<file path="src/rtl/regfile_wb_arbiter_if.sv">
// regfile_wb_arbiter_if
//   Bundles every non-clock signal of the write-back arbiter.
//   Port summary (slave = arbiter side):
//     req0_valid/addr/data -> , req0_ready <-   ALU write-back handshake
//     req1_valid/addr/data -> , req1_ready <-   multi-cycle unit write-back handshake
//     wr_en/wr_addr/wr_data <-                  registered register-file write port
//     issue_en/issue_addr/flush ->              pending-write scoreboard control
//     rs1_addr/rs2_addr -> , rs1_busy/rs2_busy <- decode operand hazard query
`ifndef DATA_SIZE
`define DATA_SIZE 32
`endif
`ifndef REGFILE_LOGSIZE
`define REGFILE_LOGSIZE 5
`endif
`ifndef REGFILE_SIZE
`define REGFILE_SIZE 32
`endif

interface regfile_wb_arbiter_if #(
    parameter int DATA_W = `DATA_SIZE,
    parameter int ADDR_W = `REGFILE_LOGSIZE
);
    logic              req0_valid;
    logic [ADDR_W-1:0] req0_addr;
    logic [DATA_W-1:0] req0_data;
    logic              req0_ready;
    logic              req1_valid;
    logic [ADDR_W-1:0] req1_addr;
    logic [DATA_W-1:0] req1_data;
    logic              req1_ready;
    logic              wr_en;
    logic [ADDR_W-1:0] wr_addr;
    logic [DATA_W-1:0] wr_data;
    logic              issue_en;
    logic [ADDR_W-1:0] issue_addr;
    logic              flush;
    logic [ADDR_W-1:0] rs1_addr;
    logic [ADDR_W-1:0] rs2_addr;
    logic              rs1_busy;
    logic              rs2_busy;

    modport slave (
        input  req0_valid, req0_addr, req0_data,
        output req0_ready,
        input  req1_valid, req1_addr, req1_data,
        output req1_ready,
        output wr_en, wr_addr, wr_data,
        input  issue_en, issue_addr, flush, rs1_addr, rs2_addr,
        output rs1_busy, rs2_busy
    );

    modport master (
        output req0_valid, req0_addr, req0_data,
        input  req0_ready,
        output req1_valid, req1_addr, req1_data,
        input  req1_ready,
        input  wr_en, wr_addr, wr_data,
        output issue_en, issue_addr, flush, rs1_addr, rs2_addr,
        input  rs1_busy, rs2_busy
    );
endinterface

</file>
<file path="src/rtl/regfile_wb_arbiter.sv">
// regfile_wb_arbiter
//   Round-robin arbiter sharing the register file's single write port between
//   the ALU (req0) and the multi-cycle unit (req1), with registered wr_* outputs.
//   Optional pending-write scoreboard enabled by the macro SCOREBOARD_EN;
//   without it rs1_busy/rs2_busy are tied low and issue/flush are ignored.
//   Ports:
//     clk   rising-edge system clock
//     nrst  asynchronous active-low reset
//     bus   regfile_wb_arbiter_if.slave (handshakes, write port, scoreboard)
`ifndef DATA_SIZE
`define DATA_SIZE 32
`endif
`ifndef REGFILE_LOGSIZE
`define REGFILE_LOGSIZE 5
`endif
`ifndef REGFILE_SIZE
`define REGFILE_SIZE 32
`endif

module regfile_wb_arbiter #(
    parameter int DATA_W = `DATA_SIZE,
    parameter int ADDR_W = `REGFILE_LOGSIZE,
    parameter int NREGS  = `REGFILE_SIZE
) (
    input  logic                 clk,
    input  logic                 nrst,
    regfile_wb_arbiter_if.slave  bus
);

    logic              lastGnt_q, lastGnt_d;
    logic              wrEn_q, wrEn_d;
    logic [ADDR_W-1:0] wrAddr_q, wrAddr_d;
    logic [DATA_W-1:0] wrData_q, wrData_d;
    logic              gnt0, gnt1;
    logic [ADDR_W-1:0] selAddr;
    logic [DATA_W-1:0] selData;

    // Grant: a lone requester wins; under contention the source that was not
    // granted last wins. x0 writes are consumed but never enable the port.
    always_comb begin
        gnt0      = bus.req0_valid && (!bus.req1_valid || lastGnt_q);
        gnt1      = bus.req1_valid && (!bus.req0_valid || !lastGnt_q);
        selAddr   = gnt1 ? bus.req1_addr : bus.req0_addr;
        selData   = gnt1 ? bus.req1_data : bus.req0_data;
        lastGnt_d = (gnt0 || gnt1) ? gnt1 : lastGnt_q;
        wrEn_d    = (gnt0 || gnt1) && (selAddr != '0);
        wrAddr_d  = wrEn_d ? selAddr : wrAddr_q;
        wrData_d  = wrEn_d ? selData : wrData_q;
    end

    // last_gnt resets to 1 so req0 wins the first contention.
    always_ff @(posedge clk or negedge nrst) begin
        if (!nrst) begin
            lastGnt_q <= 1'b1;
            wrEn_q    <= 1'b0;
            wrAddr_q  <= '0;
            wrData_q  <= '0;
        end else begin
            lastGnt_q <= lastGnt_d;
            wrEn_q    <= wrEn_d;
            wrAddr_q  <= wrAddr_d;
            wrData_q  <= wrData_d;
        end
    end

    assign bus.req0_ready = gnt0;
    assign bus.req1_ready = gnt1;
    assign bus.wr_en      = wrEn_q;
    assign bus.wr_addr    = wrAddr_q;
    assign bus.wr_data    = wrData_q;

`ifdef SCOREBOARD_EN
    logic [NREGS-1:1] busy_q, busy_d;
    logic             rs1Busy, rs2Busy;

    // Set is applied after clear so a newer producer wins; flush overrides both.
    always_comb begin
        busy_d = busy_q;
        for (int i = 1; i < NREGS; i++) begin
            if (wrEn_q && wrAddr_q == ADDR_W'(i))
                busy_d[i] = 1'b0;
            if (bus.issue_en && bus.issue_addr == ADDR_W'(i))
                busy_d[i] = 1'b1;
        end
        if (bus.flush)
            busy_d = '0;
    end

    always_ff @(posedge clk or negedge nrst) begin
        if (!nrst)
            busy_q <= '0;
        else
            busy_q <= busy_d;
    end

    // A write being presented this cycle is visible through the register-file
    // bypass, so its destination no longer counts as busy.
    always_comb begin
        rs1Busy = 1'b0;
        rs2Busy = 1'b0;
        for (int i = 1; i < NREGS; i++) begin
            if (bus.rs1_addr == ADDR_W'(i) && busy_q[i])
                rs1Busy = 1'b1;
            if (bus.rs2_addr == ADDR_W'(i) && busy_q[i])
                rs2Busy = 1'b1;
        end
        rs1Busy = rs1Busy && !(wrEn_q && wrAddr_q == bus.rs1_addr);
        rs2Busy = rs2Busy && !(wrEn_q && wrAddr_q == bus.rs2_addr);
    end

    assign bus.rs1_busy = rs1Busy;
    assign bus.rs2_busy = rs2Busy;
`else
    wire unusedScoreboard = &{1'b0, bus.issue_en, bus.issue_addr, bus.flush,
                              bus.rs1_addr, bus.rs2_addr};

    assign bus.rs1_busy = 1'b0;
    assign bus.rs2_busy = 1'b0;
`endif

endmodule

</file>
<file path="src/flat_wrapper.sv">
// flat-port wrapper written by rule: the top's interface ports become plain ports
module regfile_wb_arbiter_flat 
#(
    parameter int DATA_W = `DATA_SIZE,
    parameter int ADDR_W = `REGFILE_LOGSIZE,
    parameter int NREGS  = `REGFILE_SIZE
)
  (clk, nrst, bus_req0_valid, bus_req0_addr, bus_req0_data, bus_req0_ready, bus_req1_valid, bus_req1_addr, bus_req1_data, bus_req1_ready, bus_wr_en, bus_wr_addr, bus_wr_data, bus_issue_en, bus_issue_addr, bus_flush, bus_rs1_addr, bus_rs2_addr, bus_rs1_busy, bus_rs2_busy);
  regfile_wb_arbiter_if #(.DATA_W(DATA_W), .ADDR_W(ADDR_W)) bus_i ();
  input  logic clk;
  input  logic nrst;
  input wire logic [$bits(bus_i.req0_valid)-1:0] bus_req0_valid;
  input wire logic [$bits(bus_i.req0_addr)-1:0] bus_req0_addr;
  input wire logic [$bits(bus_i.req0_data)-1:0] bus_req0_data;
  output wire logic [$bits(bus_i.req0_ready)-1:0] bus_req0_ready;
  input wire logic [$bits(bus_i.req1_valid)-1:0] bus_req1_valid;
  input wire logic [$bits(bus_i.req1_addr)-1:0] bus_req1_addr;
  input wire logic [$bits(bus_i.req1_data)-1:0] bus_req1_data;
  output wire logic [$bits(bus_i.req1_ready)-1:0] bus_req1_ready;
  output wire logic [$bits(bus_i.wr_en)-1:0] bus_wr_en;
  output wire logic [$bits(bus_i.wr_addr)-1:0] bus_wr_addr;
  output wire logic [$bits(bus_i.wr_data)-1:0] bus_wr_data;
  input wire logic [$bits(bus_i.issue_en)-1:0] bus_issue_en;
  input wire logic [$bits(bus_i.issue_addr)-1:0] bus_issue_addr;
  input wire logic [$bits(bus_i.flush)-1:0] bus_flush;
  input wire logic [$bits(bus_i.rs1_addr)-1:0] bus_rs1_addr;
  input wire logic [$bits(bus_i.rs2_addr)-1:0] bus_rs2_addr;
  output wire logic [$bits(bus_i.rs1_busy)-1:0] bus_rs1_busy;
  output wire logic [$bits(bus_i.rs2_busy)-1:0] bus_rs2_busy;
  assign bus_i.req0_valid = bus_req0_valid;
  assign bus_i.req0_addr = bus_req0_addr;
  assign bus_i.req0_data = bus_req0_data;
  assign bus_req0_ready = bus_i.req0_ready;
  assign bus_i.req1_valid = bus_req1_valid;
  assign bus_i.req1_addr = bus_req1_addr;
  assign bus_i.req1_data = bus_req1_data;
  assign bus_req1_ready = bus_i.req1_ready;
  assign bus_wr_en = bus_i.wr_en;
  assign bus_wr_addr = bus_i.wr_addr;
  assign bus_wr_data = bus_i.wr_data;
  assign bus_i.issue_en = bus_issue_en;
  assign bus_i.issue_addr = bus_issue_addr;
  assign bus_i.flush = bus_flush;
  assign bus_i.rs1_addr = bus_rs1_addr;
  assign bus_i.rs2_addr = bus_rs2_addr;
  assign bus_rs1_busy = bus_i.rs1_busy;
  assign bus_rs2_busy = bus_i.rs2_busy;
  regfile_wb_arbiter #(.DATA_W(DATA_W), .ADDR_W(ADDR_W), .NREGS(NREGS)) u_core (.clk(clk), .nrst(nrst), .bus(bus_i));
endmodule
</file>
<file path="config.mk">
export PLATFORM = sky130hd
export DESIGN_NAME = regfile_wb_arbiter_flat
export DESIGN_NICKNAME = d
export VERILOG_FILES = /design/src/rtl/regfile_wb_arbiter_if.sv /design/src/rtl/regfile_wb_arbiter.sv /design/src/flat_wrapper.sv
export SDC_FILE = /design/constraint.sdc
export NUM_CORES = 1
export LEC_CHECK = 0
export CAP_MARGIN = 5
export CORE_MARGIN = 2
export CORE_UTILIZATION = 33
export CTS_BUF_LIST = sky130_fd_sc_hd__clkbuf_2 sky130_fd_sc_hd__clkbuf_4 sky130_fd_sc_hd__clkbuf_8
export DETAILED_ROUTE_END_ITERATION = 8
export GPL_TIMING_DRIVEN = 0
export PLACE_DENSITY = 0.79
export SYNTH_ARGS = -nofsm -noshare
export SYNTH_HDL_FRONTEND = slang
export SYNTH_SLANG_ARGS = --single-unit
</file>
<file path="constraint.sdc">
create_clock -name clk -period 1.9 [get_ports clk]
set_clock_uncertainty 0.1 [all_clocks]
set_input_delay 0.285 -clock clk [delete_from_list [all_inputs] [get_ports clk]]
set_output_delay 0.285 -clock clk [all_outputs]
set_load 0.02 [all_outputs]
</file>
Word-level counts from Yosys, hierarchy flattened:

Index checks and enable logic that the tools add are counted.

* output and inout port bits: 42
* logic and storage cells: 16
* input bits: 95
* bits in registers: 39

* multiplexer cells: 2
* reductions and logical operators: 10

Operators with widths (number)
* 32-bit two-way mux: 1
* 5-bit two-way mux: 1
* 5-bit nonzero test: 1
* 1-bit logical AND: 3
* 1-bit zero test: 3
* 1-bit logical OR: 3

Longest topological paths before layout:

* depth in word-level cells: 6
* mapped depth: 5
* mapped depth without buffers: 4

Worst setup path before layout:

Ideal clock, no wire load.

* path kind: register -> register
* start: register u_core.lastGnt_q
* end: register u_core.wrData_q[0], in the netlist u_core.bus.wr_data[0]
* required time: 1.675 ns
* path buffers: 1
* clock period less this slack: 1.982 ns
* setup slack: -0.082 ns
* cell stages (with the launch flop): 6
* setup time: 0.125 ns
* arrival: 1.757 ns
* cell sequence: dfstp_2 -> a21boi_2 -> mux2_2 -> a21oi_4 -> buf_6 -> mux2_2

* word-level cells in the longest chain between the ends: 6
* elaborated cells on any way between the ends: 10
* those cells by class: 2 x mux; 8 x reduce/logical

Ends and longest elaborated chain
* start, declared: RTL line regfile_wb_arbiter.sv:30 `logic lastGnt_q, lastGnt_d;`
* start signal, assigned: RTL line regfile_wb_arbiter.sv:59 `lastGnt_q <= lastGnt_d;`
* 1-bit zero test: RTL line regfile_wb_arbiter.sv:42 `gnt1 = bus.req1_valid && (!bus.req0_valid || !lastGnt_q);`
* 1-bit logical OR: RTL line regfile_wb_arbiter.sv:42
* 1-bit logical AND: RTL line regfile_wb_arbiter.sv:42
* 5-bit two-way mux: RTL line regfile_wb_arbiter.sv:43 `selAddr = gnt1 ? bus.req1_addr : bus.req0_addr;`
* 5-bit nonzero test: RTL line regfile_wb_arbiter.sv:46 `wrEn_d = (gnt0 || gnt1) && (selAddr != '0);`
* 1-bit logical AND: RTL line regfile_wb_arbiter.sv:46
* end signal, assigned: RTL line regfile_wb_arbiter.sv:62 `wrData_q <= wrData_d;`
* end, declared: RTL line regfile_wb_arbiter.sv:33 `logic [DATA_W-1:0] wrData_q, wrData_d;`

Several ways; a longest one is shown, not always the timed one.
A chain may end at the register's enable or synchronous reset.

Worst setup path in the final report:

* start: register u_core.lastGnt_q
* end: register u_core.wrData_q[27], in the netlist u_core.bus.wr_data[27]

Same word-level chain as after synthesis.

==> results.py <==
metrics = {
    "worst_setup_path": {
        "cpPeakStageDelay_ns": 0.57,
        "reg2reg_from": "u_core.lastGnt_q",
        "rrSetupSlack_ns": -0.09,
        "cp-end-kind": "register",
        "required_ns": 1.97,
        "cp.arrival_ns": 2.06,
        "crit_path_top_delay_cell": "dfstp_2",
        "crit_family": "flip-flops",
        "crit_chain": "a21boi_4, buf_6, mux2i_4, a21oi_4, buf_6, clkbuf_16, mux2_4",
        "path_common_cell": "buf_6",
        "rr_worst_depth": 7,
        "startpoint_type": "register",
        "path_class": "reg2reg",
        "cp_max_fo": 6,
        "r2r_end": "u_core.bus.wr_data[27]",
        "crit_buf_inv": 3,
    },
    "synth": {
        "synth_area_per_cell_um2": 13.73,
        "synth_cell_types": 25,
        "synthMuxAreaShare_pct": 40.14,
        "synth-simple-area-share_pct": 2.247,
        "syn_area_um2": 2004,
        "synth-compound-area-share_pct": 4.869,
        "synth-seq-area-share_pct": 48.75,
        "synth_fa_ha_area_share_pct": 0,
        "syn-instance-count": 146,
        "synthXorXnorAreaFrac_pct": 0,
        "synth_top_family_by_area": "multiplexers",
        "ys_warn_count": 0,
        "ys_seq_elements": 39,
    },
    "floorplan": {
        "die_h_um": 81.94,
        "rows": 28,
        "ios": 137,
        "core-area_um2": 5886,
        "initial_utilization_pct": 34.06,
        "die_x_um": 81.94,
        "dieArea_um2": 6713,
    },
    "finish": {
        "design_area_um2": 3621,
        "n_antenna_cell": 0,
        "finalNetCount": 377,
        "final_cell_mix": "clkdlybuf4s50_1 (112), mux2_2 (46), dfrtp_1 (38), mux2_4 (21), buf_4 (10)",
        "fillers": 509,
        "final_common_cell": "clkdlybuf4s50_1",
        "drive_gt1_share_pct": 36.75,
        "area.growth.synth_to_final_pct": 80.65,
        "final_core_util_pct": 61.52,
    },
    "clocking": {
        "max-clock-path-buffers": 2,
        "htree_num_levels": 2,
        "cts-hold-fix-buffers": 0,
        "clock-sinks": 39,
        "cts.reportedPaths.clkPinSlew_ns": 0.07,
        "cts_tree": "yes",
        "worstSkewPairLatency_ns": 0.28,
        "cts_buffers": 5,
        "root_buffer": "clkbuf_8",
    },
    "routing": {
        "drc": 0,
        "wl_per_cell_um": 15.07,
        "dr.pass1.iters": 4,
        "drt_wl_total_mm": 5.396,
        "ant_nets": 0,
        "drt_iter0_drc": 35,
        "viasPerCell": 4.749,
        "vias": 1700,
    },
    "global_route": {
        "grt_usage_pct": 15.37,
        "grt_max_degree": 40,
        "grt_overflow_total": 0,
        "antenna_found_initial": 0,
        "grt_pass1_wl_mm": 7.928,
        "grt_pass1_vias": 1711,
    },
    "sta": {
        "fmax_ghz": 0.5030,
        "rsz0062_at_grt": "yes",
        "worst_slew_pin_slew_ns": 0.8628,
        "setup_viol": 32,
        "fin_crit_sh_pct": 104.6,
        "slew_headroom_pct": 42.48,
        "timing.final.max_slew_violations": 0,
        "period_minus_slack_ns": 1.988,
        "hold_violations": 0,
        "setup_slack_ns": -0.08800,
    },
    "job": {
        "maxCapViolCount": 0,
    },
    "hold_path": {
        "hold_path_class": "in2async",
    },
    "pwr": {
        "p_leak_uw": 0.001542,
        "irDropWorstVdd_mv": 0.3539,
        "total_power_uw": 2534,
        "power.density_nw_per_um2": 699.7,
    },
    "outcome": {
        "status": "finished, violations left",
        "violations": "setup timing",
    },
    "placed_design": {
        "gp_congestion": 0.7829,
        "port_buffers": 117,
        "placed_cell_area_um2": 3279,
        "pre_cts_ws_ns": -0.7038,
        "dp_hpwl_mm": 3.779,
    },
}
## per-layer routing
layer	up-vias	global-route usage (%)	wire length, um
met5	-	0	0
met4	0	3.500	34
met3	4	5.275	392
met2	59	26.83	2811
met1	835	18.18	2157
li1	802	-	-
## cell type report
| cell class | count | area, um2 | area share [%] |
|---|---|---|---|
| Clock inverter | 1 | 5.005 | 0.1382 |
| Timing Repair Buffer | 130 | 1319 | 36.42 |
| Clock buffer | 7 | 83.83 | 2.315 |
| Tap cell | 75 | 93.84 | 2.592 |
| Multi-Input combinational cell | 96 | 1066 | 29.44 |
| Buffer | 7 | 65.06 | 1.797 |
| Sequential cell | 39 | 977.2 | 26.99 |
| Inverter | 3 | 11.26 | 0.3110 |
## worst max path at each step
| stage | to | from | slack, ns | cells after the start |
|---|---|---|---|---|
| 2_1_floorplan | u_core.bus.wr_data[0] | u_core.lastGnt_q | -0.0004 | 5 |
| 5_1_grt | u_core.bus.wr_data[9] | u_core.lastGnt_q | -0.12 | 7 |
| 3_5_place_dp | u_core.bus.wr_data[11] | bus_req1_valid | -0.70 | 6 |
| 3_3_place_gp | u_core.bus.wr_data[4] | bus_req1_valid | -0.68 | 6 |
| 4_1_cts | u_core.bus.wr_data[31] | u_core.lastGnt_q | -0.05 | 6 |
| 6_report | u_core.bus.wr_data[27] | u_core.lastGnt_q | -0.09 | 7 |
## synth_stat cells, drive strengths merged
master / n / area share [%]
mux2: 67 / 38
dfrtp: 38 / 47
buf: 6 / 2.7
mux2i: 5 / 2.5
o21ai: 4 / 1.0
clkbuf: 3 / 0.56
inv: 3 / 0.56
a21boi: 2 / 0.94
a21oi: 2 / 1.1
nand2: 2 / 0.37
nor2: 2 / 0.37
nor3: 2 / 0.50
nor4: 2 / 0.62
o31ai: 2 / 0.75
conb: 1 / 0.19
dfstp: 1 / 1.3
nor3b: 1 / 0.37
o2111ai: 1 / 0.44
o211ai: 1 / 0.37
o22ai: 1 / 0.31
## cell families after synthesis
| group | Yosys count |
|---|---|
| muxes | 72 |
| other | 1 |
| and+or+nand+nor | 9 |
| buffers and inverters | 12 |
| AOI/OAI and AO/OA | 13 |
| DFF | 39 |
## what timing repair did
item	in CTS	in global routing
buffers inserted	9	1
setup endpoints to repair	38	33
pin swaps	2	2
gates resized for setup	15	30
gates cloned	0	3
## worst reg2reg max path: stages, from the launching register on
cell	delay [ns]
dfstp_2	0.57
a21boi_4	0.09
buf_6	0.14
mux2i_4	0.18
a21oi_4	0.17
buf_6	0.17
clkbuf_16	0.17
mux2_4	0.30
## per-stage QoR
| step | instances | TNS, ns | hold WS, ns |
|---|---|---|---|
| global route | 358 | -3.282 | 0.08375 |
| floorplan | 147 | -0.004165 | -0.1106 |
| CTS | 354 | -0.8474 | 0.04176 |
| detailed placement | 339 | -24.45 | 0.3572 |
| global placement | 339 | -44.40 | 0.3714 |
| finish | 358 | -2.284 | 0.01128 |
## sequential cells by signal, indices dropped and copies added (netlist names)
name	count
u_core.bus.wr_data	32
u_core.bus.wr_addr	5
u_core.bus.wr_en	1
u_core.lastGnt_q	1
## power breakdown
part	total [uW]	switching (uW)	internal, uW
combinational	966	380	586
sequential	1000	60.5	944
clock	563	277	286
(Power assumes the default switching activity.)
